## config.mk

```make
export PLATFORM = sky130hd
export DESIGN_NAME = serial_alu
export DESIGN_NICKNAME = d
export VERILOG_FILES = /design/src/rtl/serial_alu.sv
export SDC_FILE = /design/constraint.sdc
export NUM_CORES = 1
export LEC_CHECK = 0
export BUFFER_PORTS_ARGS = -buffer_cell sky130_fd_sc_hd__buf_4
export CORE_ASPECT_RATIO = 1.5
export CORE_MARGIN = 3
export CORE_UTILIZATION = 35
export CTS_CLUSTER_DIAMETER = 150
export DETAILED_ROUTE_END_ITERATION = 10
export PLACE_DENSITY = 0.57
export SYNTH_ARGS = -nofsm -noshare
export SYNTH_HDL_FRONTEND = slang
export SYNTH_SLANG_ARGS = --single-unit
```

## constraint.sdc

```tcl
create_clock -name clk -period 6.2 [get_ports clk]
set_clock_uncertainty 0.05 [all_clocks]
set_input_delay 0.93 -clock clk [delete_from_list [all_inputs] [get_ports clk]]
set_output_delay 0.93 -clock clk [all_outputs]
set_load 0.05 [all_outputs]
```

## src/rtl/serial_alu.sv

```systemverilog
// 4-bit 74181-style ALU: ripple chain of four 1-bit slices with registered result and carry vector.
// Optional Z/V flag outputs are built when SERIAL_ALU_FLAGS_EN is defined.
module serial_alu (
    input  logic       clk,
    input  logic       rst,
    input  logic [3:0] A,
    input  logic [3:0] B,
    input  logic [3:0] S,
    input  logic       M,
    input  logic       Pin,
    output logic [3:0] R,
    output logic [3:0] P
`ifdef SERIAL_ALU_FLAGS_EN
    ,
    output logic       Z,
    output logic       V
`endif
);

    function automatic logic [3:0] operand_x(input logic [3:0] s, input logic [3:0] a, input logic [3:0] b);
        logic [3:0] x;
        case (s)
            4'b0001, 4'b0101, 4'b1101: x = a | b;
            4'b0010, 4'b1010, 4'b1110: x = a | ~b;
            4'b0011:                   x = 4'b0000;
            4'b0111:                   x = a & ~b;
            4'b1011:                   x = a & b;
            default:                   x = a;
        endcase
        return x;
    endfunction

    function automatic logic [3:0] operand_y(input logic [3:0] s, input logic [3:0] a, input logic [3:0] b);
        logic [3:0] y;
        case (s)
            4'b0000, 4'b0001, 4'b0010:          y = 4'b0000;
            4'b0011, 4'b0111, 4'b1011, 4'b1111: y = 4'b1111;
            4'b0100, 4'b0101:                   y = a & ~b;
            4'b0110:                            y = ~b;
            4'b1000, 4'b1010:                   y = a & b;
            4'b1001:                            y = b;
            4'b1100, 4'b1101, 4'b1110:          y = a;
            default:                            y = 4'b0000;
        endcase
        return y;
    endfunction

    function automatic logic [3:0] logic_op(input logic [3:0] s, input logic [3:0] a, input logic [3:0] b);
        logic [3:0] f;
        case (s)
            4'b0000: f = ~a;
            4'b0001: f = ~(a | b);
            4'b0010: f = ~a & b;
            4'b0011: f = 4'b0000;
            4'b0100: f = ~(a & b);
            4'b0101: f = ~b;
            4'b0110: f = a ^ b;
            4'b0111: f = a & ~b;
            4'b1000: f = ~a | b;
            4'b1001: f = ~(a ^ b);
            4'b1010: f = b;
            4'b1011: f = a & b;
            4'b1100: f = 4'b1111;
            4'b1101: f = a | ~b;
            4'b1110: f = a | b;
            4'b1111: f = a;
            default: f = 4'b0000;
        endcase
        return f;
    endfunction

    logic [3:0] x_s;
    logic [3:0] y_s;
    logic [3:0] sum_s;
    logic [4:0] carry_s;
    logic [3:0] r_next_s;
    logic [3:0] p_next_s;
    logic [3:0] r_r;
    logic [3:0] p_r;

    assign x_s = operand_x(S, A, B);
    assign y_s = operand_y(S, A, B);

    // Bit-serial ripple through the four full-adder slices.
    always_comb begin
        sum_s      = 4'b0000;
        carry_s    = 5'b00000;
        carry_s[0] = Pin;
        for (int i = 0; i < 4; i++) begin
            sum_s[i]       = x_s[i] ^ y_s[i] ^ carry_s[i];
            carry_s[i + 1] = (x_s[i] & y_s[i]) | (x_s[i] & carry_s[i]) | (y_s[i] & carry_s[i]);
        end
    end

    // Mode select: logic mode ignores carries and reports an all-zero carry vector.
    always_comb begin
        r_next_s = 4'b0000;
        p_next_s = 4'b0000;
        if (M) begin
            r_next_s = logic_op(S, A, B);
            p_next_s = 4'b0000;
        end else begin
            r_next_s = sum_s;
            p_next_s = carry_s[4:1];
        end
    end

    // Result and carry-vector registers.
    always_ff @(posedge clk) begin
        if (rst) begin
            r_r <= 4'b0000;
            p_r <= 4'b0000;
        end else begin
            r_r <= r_next_s;
            p_r <= p_next_s;
        end
    end

    assign R = r_r;
    assign P = p_r;

`ifdef SERIAL_ALU_FLAGS_EN
    logic z_r;
    logic v_r;

    // Zero and signed-overflow flags, aligned with R.
    always_ff @(posedge clk) begin
        if (rst) begin
            z_r <= 1'b0;
            v_r <= 1'b0;
        end else begin
            z_r <= (r_next_s == 4'b0000);
            v_r <= M ? 1'b0 : (carry_s[3] ^ carry_s[4]);
        end
    end

    assign Z = z_r;
    assign V = v_r;
`endif

endmodule

```

==> results.toml <==
[outcome]
status = "finished, final reports clean"

[grt]
grt_first_pass_wirelength_um = 7100
first_global_vias = 1500
grt_util_all_layers_pct = 18.0
grt_max_degree = 27
grt-ovfl-total = 0
antenna_found_initial = 0

[floorplanning]
die_y_um = 85.5
num_io_pins = 24
rows = 28
initial_core_util_pct = 37.0
die_w_um = 59.0
dieArea_um2 = 5050
core_area_um2 = 3990

[route]
dr.pass1.iters = 5
vias = 1525
via_per_inst = 6.17
drc = 0
drt-total-wl_um = 4360
drtIter0Drc = 119
final_antenna_net_count = 0
wire_per_inst_um = 17.6

[pwr]
leakagePower_nw = 0.732
p_total_uw = 274
ir_drop_mv = 0.186
p_per_area_nw_per_um2 = 165

[logic_synthesis]
synth_top_cell_area_share_pct = 13.6
synthFlopType = "dfxtp_1"
synth_edf_count = 0
synth_most_common_cell = "nor2_1"
yosys-top-cells-area = "ha_1 (14%), dfxtp_1 (11%), nor2_1 (5.6%)"
yosysWarnings = 0
synth_top_area_cell = "ha_1"
synth_seq_area_share_pct = 10.8
synth.top_cells.by_count = "nor2_1 (22), ha_1 (16), inv_1 (15)"
syn_area_um2 = 1480
synth-seq-cells = 8
syn_avg_cell_area_um2 = 7.77
syn-instance-count = 190
synth_fp_nets = 226
synthArstFlopShare_pct = 0
yosysUniqueCellTypes = 46

[timing]
rsz0062_at_grt = "false"
period_needed_ns = 4.41
holdWs_ns = 0.903
slew_headroom_pct = 60.3
setup_ws_ns = 1.79
worstMarginPinSlew_ns = 0.594
hold_violations = 0
final.setup.tns_ns = 0
maxSlewViolCount = 0
setup_viol = 0
clock.fmax_ghz = 0.227
period_share_pct = 71.1

[final_layout]
final_nets = 240
diodes = 0
instances_no_fill = 247
num-fill-cells = 429
utilization_pct = 41.5
syn_to_final_growth_pct = 12.3
drive_gt1_share_pct = 19.3
finalInstanceArea_um2 = 1660

[placed_design]
pre_cts_ws_ns = 1.60
hpwl_um = 3290
placed_area_um2 = 1620
portBuffers = 23
gp_congestion = 0.935
dp.cells = 244

[critical_path]
path_class = "input port to register"
critPathLaunchType = "input port"
cp_slowest_cell = "fa_1"
cp_slowest_stage_delay_ns = 0.57
cp-end-kind = "register"
cp.required_ns = 6.28
critPathArrivalTime_ns = 4.48
cp_max_fo = 20
crit_chain = "buf_4 -> nor2b_1 -> nor2_1 -> a221o_1 -> mux2i_1 -> fa_1 -> fa_1 -> inv_1 -> fa_1 -> fa_1 -> inv_1 -> o22ai_1 -> a311oi_1 -> a221oi_1"
crit_top_cell = "fa_1"

[cts]
cts_max_level = 1
post_cts_resized = 0
clk_pin_slew_ns = 0.04
postCtsSetupBuffers = 0
cts.path.max_buffers = 2
cts_inserted_buffers = 3
cts_sinks = 8
holdBufCountCts = 0
cts_tree = "done"
clockRootBuffer = "clkbuf_8"

[hold_path]
hold_class = "input port to register"

[run]
cap_violations = 0
## cell type report
type | count | area (um2) | share of cell area (%)
Timing Repair Buffer | 23 | 173 | 10.4
Multi-Input combinational cell | 152 | 1170 | 70.4
Tap cell | 45 | 56.3 | 3.40
Clock buffer | 3 | 41.3 | 2.49
Sequential cell | 8 | 160 | 9.66
Inverter | 16 | 60.1 | 3.62
## flip-flops by register name (all words and copies together), names as in the netlist
signal / cells
R: 4
P: 4
## power by group
part	switching (mW)	leakage [nW]	total, mW	internal, mW
clock	0.0179	0.0216	0.0597	0.0418
combinational	0.0938	0.644	0.155	0.0610
sequential	0.00159	0.0660	0.0595	0.0580
total	0.113	0.732	0.274	0.161
## logic make-up (layout without fill, tap and decap cells)
family          Yosys count  in the layout  share of synthesized area (%)
mux                      12             12                           9.07
flops                     8              8                           10.8
compound gates           66             66                           33.1
fa+ha+maj                20             20                           19.0
simple gates             54             54                           17.9
buf+inv                  30             42                           10.1
## layout by cell type, fill, tap and decap left out, types with 2 or more instances in the layout
master and count:
a21oi_1 9, nor2b_1 5, fa_1 4, nor3_1 2
buf_4 23, a22o_1 2, o21ai_1 6, o221ai_1 3
nor3b_1 2, a31oi_1 3, nor2_1 22, clkbuf_8 3
mux2_4 2, nand3_1 5, mux2_2 2, a2111oi_2 4
mux2i_1 7, a22oi_1 9, a221o_1 3, a211oi_1 3
dfxtp_1 8, ha_1 16, o22ai_1 5, a221oi_1 4
o21ai_0 7, nand2_1 10, and3_1 3, inv_1 15
## path summary, 6_finish.rpt
path,startpoint,cells after the start,endpoint,slack (ns)
worst max-delay path,S[2],14,R[3],1.79
worst min-delay path,rst,2,R[1],0.90
## worst max-delay path, delay by kind of cell
kind                       cells  cell delay, ns
muxes                          1            0.19
adders and majority gates      4            1.47
and+or+nand+nor                2            0.71
AOI/OAI and AO/OA              4            0.85
buffers and inverters          3            0.31
## layer usage
layer,vias to the layer above,global-route usage (%),routed length [um]
met5,-,0,0
met4,0,8.04,210
met3,14,3.01,241
met2,79,31.4,2170
met1,703,20.8,1730
li1,729,-,-
(Power assumes the default switching activity.)
